**config.mk**
```make
export PLATFORM = sky130hd
export DESIGN_NAME = mem_port_arbiter
export DESIGN_NICKNAME = d
export VERILOG_FILES = /design/src/rtl/mem_port_arbiter.sv
export SDC_FILE = /design/constraint.sdc
export NUM_CORES = 1
export LEC_CHECK = 0
export ABC_AREA = 0
export ABC_CLOCK_PERIOD_IN_PS = 3900
export CAP_MARGIN = 10
export CORE_MARGIN = 2
export CORE_UTILIZATION = 40
export CTS_CLUSTER_SIZE = 10
export DETAILED_ROUTE_END_ITERATION = 6
export PLACE_DENSITY = 0.83
export SLEW_MARGIN = 20
export SYNTH_ARGS = -nofsm -noshare
export SYNTH_HDL_FRONTEND = slang
export SYNTH_SLANG_ARGS = --single-unit
```
**constraint.sdc**
```tcl
create_clock -name clock -period 3.9 [get_ports clock]
set_input_delay 0.585 -clock clock [delete_from_list [all_inputs] [get_ports clock]]
set_output_delay 0.585 -clock clock [all_outputs]
set_load 0.05 [all_outputs]
```
**src/rtl/mem_port_arbiter.sv**
```systemverilog
// Arbitrates the shared single-port memory between data access, instruction fetch
// and the loader port, one fixed-latency access at a time, with a loader starvation guard.
module mem_port_arbiter #(
  parameter int unsigned WIDTH        = 16,
  parameter int unsigned LATENCY      = 2,
  parameter int unsigned STARVE_LIMIT = 4
) (
  input  logic             clock,
  input  logic             reset,
  input  logic             fetch_req,
  input  logic [WIDTH-1:0] fetch_addr,
  output logic             fetch_gnt,
  output logic             fetch_done,
  input  logic             data_req,
  input  logic             data_we,
  input  logic [WIDTH-1:0] data_addr,
  input  logic [WIDTH-1:0] data_wdata,
  output logic             data_gnt,
  output logic             data_done,
  input  logic             ld_req,
  input  logic             ld_we,
  input  logic [WIDTH-1:0] ld_addr,
  input  logic [WIDTH-1:0] ld_wdata,
  output logic             ld_gnt,
  output logic             ld_done,
  output logic [WIDTH-1:0] rdata,
  output logic             busy,
  output logic             mem_en,
  output logic             mem_we,
  output logic [WIDTH-1:0] mem_addr,
  output logic [WIDTH-1:0] mem_wdata,
  input  logic [WIDTH-1:0] mem_rdata
);

  localparam int unsigned CNT_W = (LATENCY > 1) ? $clog2(LATENCY) : 1;
  localparam int unsigned SW    = (STARVE_LIMIT > 0) ? $clog2(STARVE_LIMIT + 1) : 1;

  typedef enum logic {IDLE, ACCESS} state_t;
  typedef enum logic [1:0] {OWN_NONE, OWN_FETCH, OWN_DATA, OWN_LD} owner_t;

  state_t           state, state_nxt;
  owner_t           owner, owner_nxt, win;
  logic [CNT_W-1:0] cnt, cnt_nxt;
  logic [SW-1:0]    starve_cnt, starve_nxt;

  logic             fetch_gnt_nxt, fetch_done_nxt;
  logic             data_gnt_nxt, data_done_nxt;
  logic             ld_gnt_nxt, ld_done_nxt;
  logic [WIDTH-1:0] rdata_nxt;
  logic             busy_nxt, mem_en_nxt, mem_we_nxt;
  logic [WIDTH-1:0] mem_addr_nxt, mem_wdata_nxt;

  // Next-state and next-output logic; every output is registered below.
  always_comb begin
    state_nxt      = state;
    owner_nxt      = owner;
    cnt_nxt        = cnt;
    starve_nxt     = starve_cnt;
    win            = OWN_NONE;
    fetch_gnt_nxt  = 1'b0;
    fetch_done_nxt = 1'b0;
    data_gnt_nxt   = 1'b0;
    data_done_nxt  = 1'b0;
    ld_gnt_nxt     = 1'b0;
    ld_done_nxt    = 1'b0;
    rdata_nxt      = rdata;
    busy_nxt       = busy;
    mem_en_nxt     = mem_en;
    mem_we_nxt     = mem_we;
    mem_addr_nxt   = mem_addr;
    mem_wdata_nxt  = mem_wdata;

    case (state)
      IDLE: begin
        if (ld_req && (starve_cnt == SW'(STARVE_LIMIT))) win = OWN_LD;
        else if (data_req)                                win = OWN_DATA;
        else if (fetch_req)                               win = OWN_FETCH;
        else if (ld_req)                                  win = OWN_LD;

        // Starvation counter only advances while the loader is actually waiting.
        if (!ld_req || (win == OWN_LD)) begin
          starve_nxt = '0;
        end else if ((win != OWN_NONE) && (starve_cnt != SW'(STARVE_LIMIT))) begin
          starve_nxt = starve_cnt + SW'(1);
        end

        if (win != OWN_NONE) begin
          state_nxt  = ACCESS;
          owner_nxt  = win;
          cnt_nxt    = CNT_W'(LATENCY - 1);
          mem_en_nxt = 1'b1;
          busy_nxt   = 1'b1;
          case (win)
            OWN_DATA: begin
              data_gnt_nxt  = 1'b1;
              mem_we_nxt    = data_we;
              mem_addr_nxt  = data_addr;
              mem_wdata_nxt = data_wdata;
            end
            OWN_FETCH: begin
              fetch_gnt_nxt = 1'b1;
              mem_we_nxt    = 1'b0;
              mem_addr_nxt  = fetch_addr;
              mem_wdata_nxt = '0;
            end
            default: begin
              ld_gnt_nxt    = 1'b1;
              mem_we_nxt    = ld_we;
              mem_addr_nxt  = ld_addr;
              mem_wdata_nxt = ld_wdata;
            end
          endcase
        end
      end

      ACCESS: begin
        if (cnt != '0) begin
          cnt_nxt = cnt - CNT_W'(1);
        end else begin
          if (!mem_we) rdata_nxt = mem_rdata;
          case (owner)
            OWN_DATA:  data_done_nxt  = 1'b1;
            OWN_FETCH: fetch_done_nxt = 1'b1;
            OWN_LD:    ld_done_nxt    = 1'b1;
            default:   ;
          endcase
          mem_en_nxt = 1'b0;
          mem_we_nxt = 1'b0;
          busy_nxt   = 1'b0;
          owner_nxt  = OWN_NONE;
          state_nxt  = IDLE;
        end
      end

      default: state_nxt = IDLE;
    endcase
  end

  // State and output registers; reset aborts any access in flight.
  always_ff @(posedge clock) begin
    if (reset) begin
      state      <= IDLE;
      owner      <= OWN_NONE;
      cnt        <= '0;
      starve_cnt <= '0;
      fetch_gnt  <= 1'b0;
      fetch_done <= 1'b0;
      data_gnt   <= 1'b0;
      data_done  <= 1'b0;
      ld_gnt     <= 1'b0;
      ld_done    <= 1'b0;
      rdata      <= '0;
      busy       <= 1'b0;
      mem_en     <= 1'b0;
      mem_we     <= 1'b0;
      mem_addr   <= '0;
      mem_wdata  <= '0;
    end else begin
      state      <= state_nxt;
      owner      <= owner_nxt;
      cnt        <= cnt_nxt;
      starve_cnt <= starve_nxt;
      fetch_gnt  <= fetch_gnt_nxt;
      fetch_done <= fetch_done_nxt;
      data_gnt   <= data_gnt_nxt;
      data_done  <= data_done_nxt;
      ld_gnt     <= ld_gnt_nxt;
      ld_done    <= ld_done_nxt;
      rdata      <= rdata_nxt;
      busy       <= busy_nxt;
      mem_en     <= mem_en_nxt;
      mem_we     <= mem_we_nxt;
      mem_addr   <= mem_addr_nxt;
      mem_wdata  <= mem_wdata_nxt;
    end
  end

endmodule

```
== After elaboration in Yosys (flattened, before gate mapping) ==
Index checks and enable logic that the tools add are counted.

* Flip-flop bits (word level): 63
* Latch bits: 0
* RAM bits: 0
* ROM bits: 0
* Bits of input ports: 103
* Output and inout bits: 57
* Word-level logic and storage cells: 73
* Memories kept: 0

* $add $sub $neg: 2
* Multipliers: 0
* Div/mod/pow operators: 0
* Order comparisons: 0
* Eq/ne operators: 10
* Shifts and indexed selects: 0
* Mux-type cells: 29
* Bitwise logic cells: 4
* Reductions and logical operators: 13

{| class="wikitable"
|+ Operators by type and width
! cell !! number
|-
| case mux 16 bit (2 select lines) || 2
|-
| two-way mux 2 bit || 7
|-
| two-way mux 1 bit || 12
|-
| case mux 1 bit (2 select lines) || 5
|-
| == test 2 bit (second input constant) || 4
|-
| two-way mux 3 bit || 2
|-
| AND reduction 2 bit || 3
|-
| OR reduction 3 bit || 2
|-
| == test 2 x 1 -> 1 bit (second input constant) || 2
|-
| != test 2 bit (second input constant) || 2
|-
| inverter 1 bit || 4
|-
| case mux 2 bit (2 select lines) || 1
|-
| nonzero test 2 bit || 2
|-
| adder 3 x 1 -> 3 bit (second input constant) || 1
|-
| == test 3 bit (second input constant) || 1
|-
| != test 3 bit (second input constant) || 1
|-
| AND reduction 3 bit || 1
|-
| logical AND 1 bit || 2
|-
| OR reduction 2 bit || 1
|-
| zero test 1 bit || 1
|-
| logical OR 1 bit || 1
|-
| subtractor 1 bit (second input constant) || 1
|}

== Depth between registers and ports, before layout ==
Gate-level depths: netlist (run 1).

* Depth after elaboration: 9
* Mapped depth: 12
* Mapped depth without buffers: 9

== Least setup slack after synthesis (run 1) ==
Ideal clock, no wire load.

* Kind: register to register
* From: register starve_cnt[0]
* To: register mem_wdata[7]
* Setup time: 0.132 ns
* Data arrival time: 2.141 ns
* Required time: 3.768 ns
* Slack: 1.627 ns
* Cell stages (with the launch flop): 13
* Buffers on the path: 3
* Period minus slack after synthesis: 2.273 ns
* Cells stage by stage: dfxtp_1 inv_1 ha_1 and2_1 o22ai_1 inv_1 ha_1 buf_2 nor2b_1 buf_4 buf_6 a221oi_2 nor3_1

* Longest elaborated chain between the ends: 6
* Elaborated cells on any way between the ends: 9
* Classes of those cells: eq/ne (3); mux (3); reduce/logical (3)

{| class="wikitable"
|+ Ends and longest elaborated chain
! item !! RTL line !! text
|-
| start: declaration || 44 || <nowiki>logic [SW-1:0] starve_cnt, starve_nxt;</nowiki>
|-
| start signal: assignment || 162 || <nowiki>starve_cnt <= starve_nxt;</nowiki>
|-
| == test 3 bit * || 75 || <nowiki>if (ld_req && (starve_cnt == SW'(STARVE_LIMIT))) win = OWN_LD;</nowiki>
|-
| logical AND 1 bit * || 75 ||
|-
| two-way mux 2 bit * || 75 ||
|-
| two-way mux 2 bit * || 73 || <nowiki>case (state)</nowiki>
|-
| == test 2 x 1 -> 1 bit (tied with other cells) || 93 || <nowiki>case (win)</nowiki>
|-
| case mux 16 bit (2 select lines) or AND reduction 2 bit (tied branches) || - ||
|-
| end signal: assignment || 174 || <nowiki>mem_wdata <= mem_wdata_nxt;</nowiki>
|-
| end: declaration || 31 || <nowiki>output logic [WIDTH-1:0] mem_wdata,</nowiki>
|}

Mark *: on every way between the ends. The rest lies on a longest branch, timed or not. The select of a mux whose other input is x is not followed.
A chain may end at the register's enable or synchronous reset.

== Worst setup path after layout (run 1) ==
* From: register starve_cnt[0]
* To: register mem_addr[11]

* Longest elaborated chain between the ends: 6
* Elaborated cells on any way between the ends: 9
* Classes of those cells: eq/ne (3); mux (3); reduce/logical (3)

{| class="wikitable"
|+ Ends and longest elaborated chain
! item !! RTL line !! text
|-
| == test 3 bit * || 75 ||
|-
| logical AND 1 bit * || 75 ||
|-
| two-way mux 2 bit * || 75 ||
|-
| two-way mux 2 bit * || 73 ||
|-
| == test 2 x 1 -> 1 bit (tied with other cells) || 93 ||
|-
| case mux 16 bit (2 select lines) or AND reduction 2 bit (tied branches) || - ||
|-
| end signal: assignment || 173 || <nowiki>mem_addr <= mem_addr_nxt;</nowiki>
|-
| end: declaration || 30 || <nowiki>output logic [WIDTH-1:0] mem_addr,</nowiki>
|}

Marks and branches as above.

==> run summary, run 1 <==
Via Count - 2,940
Post-CTS Hold Buffers - 0
Delay-heaviest family, CP - simple AND/OR/NAND/NOR gates
CP required - 4.16 ns
Maximum clock frequency - 356 MHz
Total Neg Setup Slack - 0 ns
Crit path cell chain - inv_1, ha_1, and2_1, o22ai_1, inv_1, ha_1, buf_4, nor3_4, nand2_1, a31oi_1
Outcome - finished, final reports clean
Pins Over Slew Limit - 0
1st-pass router iterations - 4
Crit share post-route - 72.0%
Initial DRC Count - 102
Resized Gates After CTS - 0
Worst Setup SP - starve_cnt[0]
R2R Path Start - starve_cnt[0]
Total CTS buffers - 9
CP max stage cell - nor3_4
GRT overflow - 0
Sum of buffers and inverters on the critical path - 3
I/O Pins - 160
Largest net degree at the start of global routing - 60
Post-Syn Nets - 432
Netlist Area Pre-Place - 2860 sq um
Clk buf depth - 2
Later-pin clock latency in the skew report - 0.33 ns
Setup-failing EPs final - 0
Root Buffer - clkbuf_8
#FFs+latches synth - 63
Area Growth Syn to Fin - 61.7%
Vias in the first global route - 2,962
Worst path max stage delay - 0.58 ns
Worst-path fanout max - 19
Die height - 88.6 um
Warnings, synthesis - 0
Endpoints failing hold - 0
Nets - 579
Max-Cap Viols - 0
Kind of critical path - reg2reg
GRT Util Overall - 21.5%
CORE AREA - 6870 sq um
Slew headroom - 43.0%
Pre-CTS WS - 0.751 ns
Layout cell share with drive strength beyond 1 - 8.42%
Routability cong. - 0.773
Synth Instances - 323
Final hold slack - 0.448 ns
Register area share after synthesis - 44.0%
Antenna diodes - 0
Initial Utilization - 41.7%
Crit path DAT - 3.06 ns
Detail Placement HPWL - 6160 um
Dominant synthesized flop cell - dfxtp_1
Max VDD drop - 0.000212 V
RSZ-0062 raised after global routing - no
Total wire length - 8540 um
Number of port buffers - 159
Post-synth EDFFs - 0
First-pass GRT wire length - 13,200 um
CTS Sinks - 63
Worst slew pin tran - 0.852 ns
Clock transition at path regs - 0.07 ns
Startpoint Class - register
LEAKAGE - 1.70 nW
Filler Cell Count - 601
Crit path time final - 2.81 ns
Worst setup margin - 1.09 ns
Pwr Density - 418 nW/um^2
# rows - 30
Routed wire per std cell - 15.0 um
Hold wc startpoint - owner[1]
DRC - 0
Die ar. - 7850 sq um
Die width - 88.6 um
TritonCTS clock tree - done
CP endpoint kind - register
Post-CTS Setup Bufs - 0
Final clock skew - 0.00902 ns
Post-route ant nets - 0
Synth cell types - 40
Vias per inst - 5.15
Initial antenna violation count - 0
Ys async rst share - 0%
Mean Syn Cell Area - 8.87 sq um
H-tree depth - 3
Min-delay worst type - reg2reg
==> cell usage after synthesis (2+ instances only) <==
| cell type | n | share of area [%] |
|---|---|---|
| nand2_1 | 64 | 8.4 |
| dfxtp_1 | 63 | 44 |
| a21oi_1 | 18 | 3.1 |
| nor2_1 | 18 | 2.4 |
| nor3_1 | 18 | 3.1 |
| a31oi_1 | 17 | 3.7 |
| a22o_1 | 16 | 4.9 |
| nand3_1 | 16 | 2.8 |
| a221oi_2 | 11 | 5.8 |
| buf_2 | 11 | 1.9 |
| inv_1 | 8 | 1.0 |
| buf_6 | 6 | 2.4 |
| clkbuf_1 | 6 | 0.79 |
| ha_1 | 6 | 2.6 |
| a221oi_1 | 5 | 1.5 |
| buf_4 | 5 | 1.3 |
| and2_1 | 4 | 0.87 |
| a211oi_1 | 2 | 0.52 |
| nand2b_1 | 2 | 0.44 |
| nor2b_1 | 2 | 0.44 |
| nor4_1 | 2 | 0.44 |
| o21ai_0 | 2 | 0.35 |
| o22ai_1 | 2 | 0.44 |
| o2bb2ai_1 | 2 | 0.61 |
| o32ai_1 | 2 | 0.61 |
==> area by class of cell <==
type	instances	area, sq um	area share (%)
flip-flops and latches	63	1260	27.2
clock inverters	4	45.0	0.973
multi-input cells	223	1380	29.7
repair buffers	165	1650	35.7
well taps	96	120	2.59
inverters	8	30.0	0.648
clock buffers	12	145	3.13
==> worst paths after layout <==
path | to | slack (ns) | cells after the start
worst max-delay path | mem_addr[11] | 1.09 | 10
worst max register to register | mem_addr[11] | 1.09 | 10
worst min-delay path | fetch_done | 0.45 | 1
worst min register to register | fetch_done | 0.45 | 1
==> sequential cells by signal (all words and copies together) (netlist names) <==
signal and count:
data_done 1, data_gnt 1, fetch_done 1, ld_gnt 1, mem_we 1, mem_en 1, cnt 1, fetch_gnt 1
mem_wdata 16, state 1, ld_done 1, mem_addr 16, owner 2, rdata 16, starve_cnt 3
==> report_power, final <==
part,leakage [nW],internal [W],switching [W],total [W]
clock network,0.100,0.000310,0.000238,0.000548
logic,1.08,0.000269,0.000383,0.000653
registers,0.517,0.000701,0.0000346,0.000736
total,1.70,0.00128,0.000656,0.00194
==> per-stage QoR <==
step,area (sq um),power (W),cells,util [%]
2_1_floorplan,2860,0.00116,323,-
3_3_place_gp,4410,0.00139,554,64.2
3_5_place_dp,4410,0.00140,554,64.2
4_1_cts,4600,0.00195,570,67.0
5_1_grt,4630,0.00202,571,67.4
6_report,4630,0.00194,571,67.4
==> logic make-up after synthesis <==
logic type	Yosys count	share of synthesized area, %
compound gates	80	22.4
fa+ha+maj	6	2.62
buf+inv	37	7.95
simple gates	137	23.0
flops	63	44.0
==> per-layer routing <==
| metal | share of wire [%] | global-route usage [%] | vias up |
|---|---|---|---|
| li1 | - | - | 1438 |
| met1 | 40 | 24.5 | 1370 |
| met2 | 50 | 37.7 | 117 |
| met3 | 8.9 | 7.18 | 15 |
| met4 | 1.7 | 7.71 | 0 |
| met5 | 0 | 0 | - |
==> layout by cell type, fill, tap and decap left out, types with 3 or more instances in the layout <==
cell type        Yosys  final
nand2_1             64     64
clkdlybuf4s50_1      0    158
clkbuf_8             0     10
buf_4                5      5
nor3_1              18     18
a221oi_1             5      5
and2_1               4      4
ha_1                 6      6
a31oi_1             17     17
nand3_1             16     16
a22o_1              16     16
a221oi_2            11     11
inv_1                8      8
dfxtp_1             63     63
nor2_1              18     18
clkinv_2             0      3
a21oi_1             18     18
Power figures use the tool's default switching activity.
==> run 2, diff against run 1 <==
- ABC_CLOCK_PERIOD_IN_PS: 3900 -> 2600
- CORE_UTILIZATION: 40 -> 39
- PLACE_DENSITY: 0.83 -> 0.81
- clock period: 3.9 -> 2.6 ns (I/O delays scaled with it)
==> run summary, run 2 (synthesis gave the netlist of run 1 again) <==
CP max stage cell - ha_1
TritonCTS clock tree - done
CORE AREA - 7180 sq um (+4.5%)
# rows - 31 (+3.3%)
Final clock skew - 0.00483 ns (-0.00419 ns)
Vias per inst - 5.22 (+1.4%)
Initial antenna violation count - 0 (unchanged)
Setup-failing EPs final - 0 (unchanged)
Endpoints failing hold - 0 (unchanged)
Sum of buffers and inverters on the critical path - 3 (unchanged)
Max VDD drop - 0.000324 V (+53%)
Crit share post-route - 89.7% (+18 points)
Max-Cap Viols - 0 (unchanged)
Clock transition at path regs - 0.07 ns (about the same)
Commonest cells after routing, fill and taps aside - clkdlybuf4s50_1 (158), nand2_1 (64), dfxtp_1 (63)
Die width - 89.7 um (+1.2%)
Fin area - 4730 sq um (+2.2%)
Total Neg Setup Slack - 0 ns (unchanged)
Area Growth Syn to Fin - 65.3%
Antenna diodes - 0 (unchanged)
Kind of critical path - reg2reg
Seq pwr share - 36.0% (-2.0 points)
Worst path max stage delay - 0.39 ns (-0.19 ns)
Combinational share of power - 32.8% (-0.9 points)
Worst-path fanout max - 16 (-3)
Pwr Density - 649 nW/um^2 (+55%)
CTS Sinks - 63 (unchanged)
Detail Placement HPWL - 6490 um (+5.3%)
Via Count - 3,034 (+3.2%)
GRT overflow - 0 (unchanged)
GRT Util Overall - 21.5% (-0.068 points)
H-tree depth - 3 (unchanged)
DRC - 0 (unchanged)
Number of port buffers - 159 (unchanged)
Maximum clock frequency - 429 MHz (+20%)
RSZ-0062 raised after global routing - no
Vias in the first global route - 3,017 (+1.9%)
Clk buf depth - 2 (unchanged)
Worst slew pin tran - 0.700 ns (-0.152 ns)
Switching Share - 32.6% (-1.2 points)
Routed wire per std cell - 15.2 um (+1.7%)
1st-pass router iterations - 4 (unchanged)
I/O Pins - 160 (unchanged)
Startpoint Class - register
Crit path DAT - 2.59 ns (-0.47 ns)
Root Buffer - clkbuf_8
CP required - 2.86 ns (-1.30 ns)
First-pass GRT wire length - 13,400 um (+1.2%)
Largest net degree at the start of global routing - 40 (-33%)
Slew headroom - 53.3% (+10 points)
Crit path time final - 2.33 ns (-0.474 ns)
CP endpoint kind - register
Routability cong. - 0.780 (+0.97%)
Placed Area - 4500 sq um (+2.0%)
Delay-heaviest family, CP - adder cells
LEAKAGE - 1.74 nW (+2.8%)
Largest regs - mem_addr x16, mem_wdata x16, rdata x16
Commonest non-fill, non-tap cell in the layout - clkdlybuf4s50_1
Post-route ant nets - 0 (unchanged)
Die height - 89.7 um (+1.2%)
Total CTS buffers - 9 (unchanged)
Total wire length - 8830 um (+3.4%)
Layout cell share with drive strength beyond 1 - 10.2% (+1.7 points)
Final hold slack - 0.424 ns (-0.0238 ns)
Nets - 586 (+1.2%)
Crit path cell chain - inv_1, ha_1, and2_1, o22ai_1, inv_1, ha_1, nor3_4, buf_4, nand2_1, a31oi_1
Initial DRC Count - 74 (-27%)
Initial Utilization - 39.9% (-1.8 points)
Outcome - finished, final reports clean
P_sw - 0.00100 W (+53%)
Clock power share - 31.2% (+2.9 points)
Later-pin clock latency in the skew report - 0.33 ns (about the same)
Pins Over Slew Limit - 0 (unchanged)
Die ar. - 8050 sq um (+2.5%)
Int Pwr - 0.00207 W (+62%)
Filler Cell Count - 580 (-3.5%)
Min-delay worst type - reg2reg
## run 2: cell count changes in the layout (fill, tap and decap cells not counted)
cell,delta
ha_1,-1
clkinv_2,-2
buf_4,+6
ha_2,+1
buf_12,+2
a2bb2oi_2,+1
bufinv_16,+1
clkbuf_8,+1
a2bb2oi_1,-1
buf_16,-1
## run 2: what timing repair did
action | CTS | global route
setup buffers | 0 | 0
gates resized for setup | 0 | 2
hold buffers | 0 | 0
endpoints found under the setup margin | 0 | 1
## run 2: final cells by class
cell class / instances / area, sq um / area share, %
clock inverter: 3 / 65.1 / 1.37
inverter: 8 / 30.0 / 0.634
tap: 99 / 124 / 2.62
multi-input combinational: 223 / 1390 / 29.3
timing repair buffer: 172 / 1710 / 36.1
clock buffer: 13 / 159 / 3.36
sequential: 63 / 1260 / 26.6
## run 2: path summary, 6_finish.rpt
check,from,endpoint,slack (ns),cells after the start
hold reg to reg,owner[1],fetch_done,0.42,1
setup reg to reg,starve_cnt[0],mem_addr[9],0.27,10
hold / removal,owner[1],fetch_done,0.42,1
setup / recovery,starve_cnt[0],mem_addr[9],0.27,10
## run 2: power by group through the flow
stage | Clock (W) | Sequential [W] | Combinational (W)
2_1_floorplan | 0 | 0.00139 | 0.000350
3_3_place_gp | 0 | 0.00112 | 0.000994
3_5_place_dp | 0 | 0.00113 | 0.00101
4_1_cts | 0.000981 | 0.00110 | 0.00101
5_1_grt | 0.00103 | 0.00111 | 0.00107
6_report | 0.000959 | 0.00110 | 0.00101
## run 2: through the flow
stage	setup WS [ns]	std cells	power, W	utilization, %
finish	0.267	581	0.00307	66.0
global route	0.0729	581	0.00321	66.0
CTS	0.180	581	0.00310	65.9
detailed placement	0.0629	565	0.00213	62.7
global placement	0.179	565	0.00212	62.7
floorplan	0.327	323	0.00174	-
## run 2: routing by layer
metal | vias to the layer above | track usage (%) | routed length, um
met1 | 1439 | 22.2 | 3350
li1 | 1456 | - | -
met2 | 120 | 39.5 | 4460
met3 | 19 | 7.31 | 836
met4 | 0 | 8.68 | 187
met5 | - | 0 | 0
